==> src/rtl/din_pulse_sequencer.sv <==
// Pulse-burst driver for the toggle FSM din input: N one-cycle pulses spaced gap+2 cycles apart.
// Define SEQ_CHECK_EN to build the dout-toggle checker that drives err; otherwise err is tied low.
module din_pulse_sequencer #(
    parameter int CNT_W = 8,
    parameter int GAP_W = 4
) (
    input  logic             clk,
    input  logic             rst,
    input  logic             start,
    input  logic [CNT_W-1:0] num_pulses,
    input  logic [GAP_W-1:0] gap,
    input  logic             abort,
    input  logic             fsm_dout,
    output logic             fsm_din,
    output logic             ready,
    output logic             busy,
    output logic             done,
    output logic [CNT_W-1:0] pulses_sent,
    output logic             err
);

    typedef enum logic [2:0] {
        WARM0,
        WARM1,
        IDLE,
        PULSE,
        GAP,
        DONE
    } state_t;

    state_t           state;
    state_t           next_state;
    logic [CNT_W-1:0] n_lat;
    logic [GAP_W-1:0] g_lat;
    logic [GAP_W:0]   gap_cnt;
    logic             accept;
    logic             gap_last;

    always_comb begin
        next_state = state;
        accept     = 1'b0;
        gap_last   = (gap_cnt == {1'b0, g_lat});
        case (state)
            WARM0: next_state = WARM1;
            WARM1: next_state = IDLE;
            IDLE: begin
                if (start) begin
                    accept     = 1'b1;
                    next_state = (num_pulses == '0) ? DONE : PULSE;
                end
            end
            PULSE: next_state = abort ? IDLE : GAP;
            GAP: begin
                if (abort)
                    next_state = IDLE;
                else if (gap_last)
                    next_state = (pulses_sent < n_lat) ? PULSE : DONE;
            end
            DONE:    next_state = IDLE;
            default: next_state = IDLE;
        endcase
    end

    // Outputs are decoded from next_state so every one of them comes straight off a flop.
    always_ff @(posedge clk or posedge rst) begin
        if (rst) begin
            state       <= WARM0;
            fsm_din     <= 1'b0;
            ready       <= 1'b0;
            busy        <= 1'b0;
            done        <= 1'b0;
            pulses_sent <= '0;
            n_lat       <= '0;
            g_lat       <= '0;
            gap_cnt     <= '0;
        end else begin
            state   <= next_state;
            fsm_din <= (next_state == PULSE);
            ready   <= (next_state == IDLE);
            busy    <= (next_state == PULSE) || (next_state == GAP) || (next_state == DONE);
            done    <= (next_state == DONE);

            if (accept) begin
                n_lat       <= num_pulses;
                g_lat       <= gap;
                pulses_sent <= '0;
            end else if (state == PULSE && !abort) begin
                pulses_sent <= pulses_sent + {{(CNT_W-1){1'b0}}, 1'b1};
            end

            if (state == GAP && !gap_last)
                gap_cnt <= gap_cnt + {{GAP_W{1'b0}}, 1'b1};
            else
                gap_cnt <= '0;
        end
    end

`ifdef SEQ_CHECK_EN
    logic exp_level;

    // The toggle FSM flips on the edge that samples din, so the first GAP cycle sees the new level.
    always_ff @(posedge clk or posedge rst) begin
        if (rst) begin
            exp_level <= 1'b0;
            err       <= 1'b0;
        end else if (accept) begin
            exp_level <= fsm_dout;
            err       <= 1'b0;
        end else if (state == PULSE) begin
            exp_level <= ~exp_level;
        end else if (state == GAP && gap_cnt == '0 && !abort && fsm_dout != exp_level) begin
            err <= 1'b1;
        end
    end
`else
    logic unused_fsm_dout;

    assign unused_fsm_dout = fsm_dout;
    assign err             = 1'b0;
`endif

endmodule
==> config.mk <==
export PLATFORM = sky130hd
export DESIGN_NAME = din_pulse_sequencer
export DESIGN_NICKNAME = d
export VERILOG_FILES = /design/src/rtl/din_pulse_sequencer.sv
export SDC_FILE = /design/constraint.sdc
export NUM_CORES = 1
export LEC_CHECK = 0
export CAP_MARGIN = 10
export CORE_ASPECT_RATIO = 0.7
export CORE_MARGIN = 4
export CORE_UTILIZATION = 50
export CTS_BUF_LIST = sky130_fd_sc_hd__clkbuf_16
export CTS_CLUSTER_SIZE = 20
export DETAILED_ROUTE_END_ITERATION = 7
export PLACE_DENSITY = 0.77
export SKIP_CTS_REPAIR_TIMING = 1
export SLEW_MARGIN = 25
export SYNTH_ARGS = -nofsm -noshare
export SYNTH_HDL_FRONTEND = slang
export SYNTH_SLANG_ARGS = --single-unit
==> constraint.sdc <==
create_clock -name clk -period 2.55 [get_ports clk]
set_input_delay 0.255 -clock clk [delete_from_list [all_inputs] [get_ports clk]]
set_output_delay 0.255 -clock clk [all_outputs]
set_load 0.02 [all_outputs]
==> reports/qor.yml <==
hold_viol: 0
post-synth-top-area-fraction_pct: 50.6
drt_iter0_drc: 52
synth_area_leaders: "dfrtp_1, ha_1, xor2_1"
dpl.hpwl_um: 2490
ys_seq_elements: 32
timing.hold.ws_ps: 363
ios: 30
design.core.area_um2: 2900
startpoint_type: "register"
ant_nets: 0
cts_num_sinks: 32
skew_ps: 8.43
crit_chain: "ha_1 > a211o_1 > a311o_1 > a211oi_2 > nor2_1 > o32a_1"
die_y_um: 55.1
worstMarginPinSlew_ps: 660
cp_slowest_cell: "dfrtp_1"
die_w_um: 75.3
crit_type: "reg2reg"
synth-edff-count: 0
clock.fmax_mhz: 461
finalCritPeriodShare_pct: 85.0
synthesis.area_um2: 1580
drc: 0
grt_pass1_vias: 1254
vias: 1224
row_count: 16
fin_util_pct: 70.1
initial_core_util_pct: 54.6
cts_tree: "yes"
grt_usage_pct: 19.9
dieArea_um2: 4150
synth_ff_type: "dfrtp_1"
outcome: "complete, no violations"
worst_slack_ps: 382
synthesis.nets: 179
drive_above_1_share_pct: 8.60
syn_area_per_cell_um2: 10.4
tns_ps: 0
arrival_ps: 2320
hp-class: "in2async"
cp.required_ps: 2700
nNetsFinal: 211
yosysTopAreaCell: "dfrtp_1"
dp_slack_ps: 396
via_per_inst: 5.51
power_density_nw_per_um2: 995
relSlewSlack_pct: 55.3
insertion_delay_ps: 280
instances_no_fill: 222
yosysWarnings: 0
drt-wirelength-per-cell_um: 15.4
gp_congestion: 0.909
final.min_clock_period_ps: 2170
ys_seq_area_share_pct: 50.6
area_delta_synth_final_pct: 28.4
htreeDepth: 2
maxCapViolations: 0
clock_path_buffers: 2
diodes: 0
ys_async_sr_fraction_pct: 100
end_kind: "register"
rsz0062_at_grt: "false"
clkTransAtPathRegs_ps: 50
grt_pass1_wl_um: 5900
synth_cells: 153
port_buffers: 27
finalWirelength_um: 3420
grt_max_degree: 33
drv_slew: 0
cts_buffers: 5
p_leak_nw: 0.945
drt_pass1_iterations: 4
place_inst: 214
synth_cell_types: 35
grt-ovfl-total: 0
slowest_delay_ps: 400
antenna_found_initial: 0
finalSetupViolations: 0
peakVddDrop_v: 0.000617
cts-root-buf: "clkbuf_16"
crit_fanout: 3
cells in the final DEF (no fill, tap or decap), types with 2 or more instances in the layout:
cell	n
clkbuf_16	5
nand4_1	6
xnor2_1	4
a21o_1	2
nand3_1	3
dfrtp_1	32
nor4_1	2
clkdlybuf4s50_1	27
buf_4	3
ha_1	9
inv_1	13
a21oi_1	2
o21ai_0	10
and3_1	3
mux2_2	6
nand2b_1	2
nor2_1	18
xor2_1	9
and2_1	2
nand2_1	12
metal layers:
metal	GRT usage [%]	routed length, um
met2	30.6	1500
met4	9.01	59
met3	6.14	203
met1	26.0	1660
met5	0	0
cell type report:
type,instances,area [um2]
multi-input combinational,105,718
timing repair buffer,30,293
tap,36,45.0
inverter,11,41.3
sequential,32,801
fill,219,868
clock inverter,3,11.3
clock buffer,5,125
final timing paths:
kind | start | to | slack, ps | cells after the start
min | rst | n_lat[5] | 360 | 3
max in group asynchronous | rst | g_lat[0] | 1880 | 3
min in group clk | gap_cnt[0] | gap_cnt[0] | 510 | 1
min reg2reg | gap_cnt[0] | gap_cnt[0] | 510 | 1
max reg2reg | pulses_sent[7] | busy | 380 | 6
max | pulses_sent[7] | busy | 380 | 6
state kept, by name, indices dropped and copies added (netlist names):
register / flops
ready: 1
fsm_din: 1
state: 3
n_lat: 8
busy: 1
g_lat: 4
done: 1
pulses_sent: 8
gap_cnt: 5
power breakdown:
group	leakage (nW)	internal [W]	switching [W]	total (W)
clock network	0.0738	0.000349	0.000199	0.000549
logic	0.457	0.000333	0.000369	0.000702
registers	0.414	0.000666	0.000108	0.000773
total	0.945	0.00135	0.000676	0.00202
logic make-up (layout without fill, tap and decap cells):
| family | Yosys count | in the layout | synth area share [%] |
|---|---|---|---|
| multiplexers | 6 | 6 | 4.27 |
| AND/OR/NAND/NOR | 51 | 51 | 15.6 |
| AO/OA/AOI/OAI | 25 | 25 | 10.9 |
| buffers and inverters | 16 | 49 | 4.11 |
| XOR/XNOR | 13 | 13 | 7.19 |
| other | 1 | 1 | 0.237 |
| flip-flops | 32 | 32 | 50.6 |
| adder cells (fa/ha/maj) | 9 | 9 | 7.11 |
worst max-delay path: cells and delay by family (launching register included):
kind / cells / cell delay [ps]
AO/OA/AOI/OAI: 4 / 1230
flip-flops: 1 / 400
AND/OR/NAND/NOR: 1 / 70
adder cells (fa/ha/maj): 1 / 330
cells in the mapped netlist, drive strengths merged, types with 2 or more instances:
cell type and n:
nand3 3, dfrtp 32, a21oi 2, nand2 12, nand2b 2, xor2 9
nor2 18, mux2 6, xnor2 4, buf 2, o21ai 11, nor4 2
and2 2, a21o 2, clkbuf 3, ha 9, inv 11, and3 3
nand4 6
stage by stage:
step / total power (W) / area (um2)
6_report: 0.00202 / 2030
5_1_grt: 0.00216 / 2030
4_1_cts: 0.00203 / 2030
3_5_place_dp: 0.00147 / 1900
3_3_place_gp: 0.00143 / 1900
2_1_floorplan: 0.00124 / 1580
(Power assumes the default switching activity.)
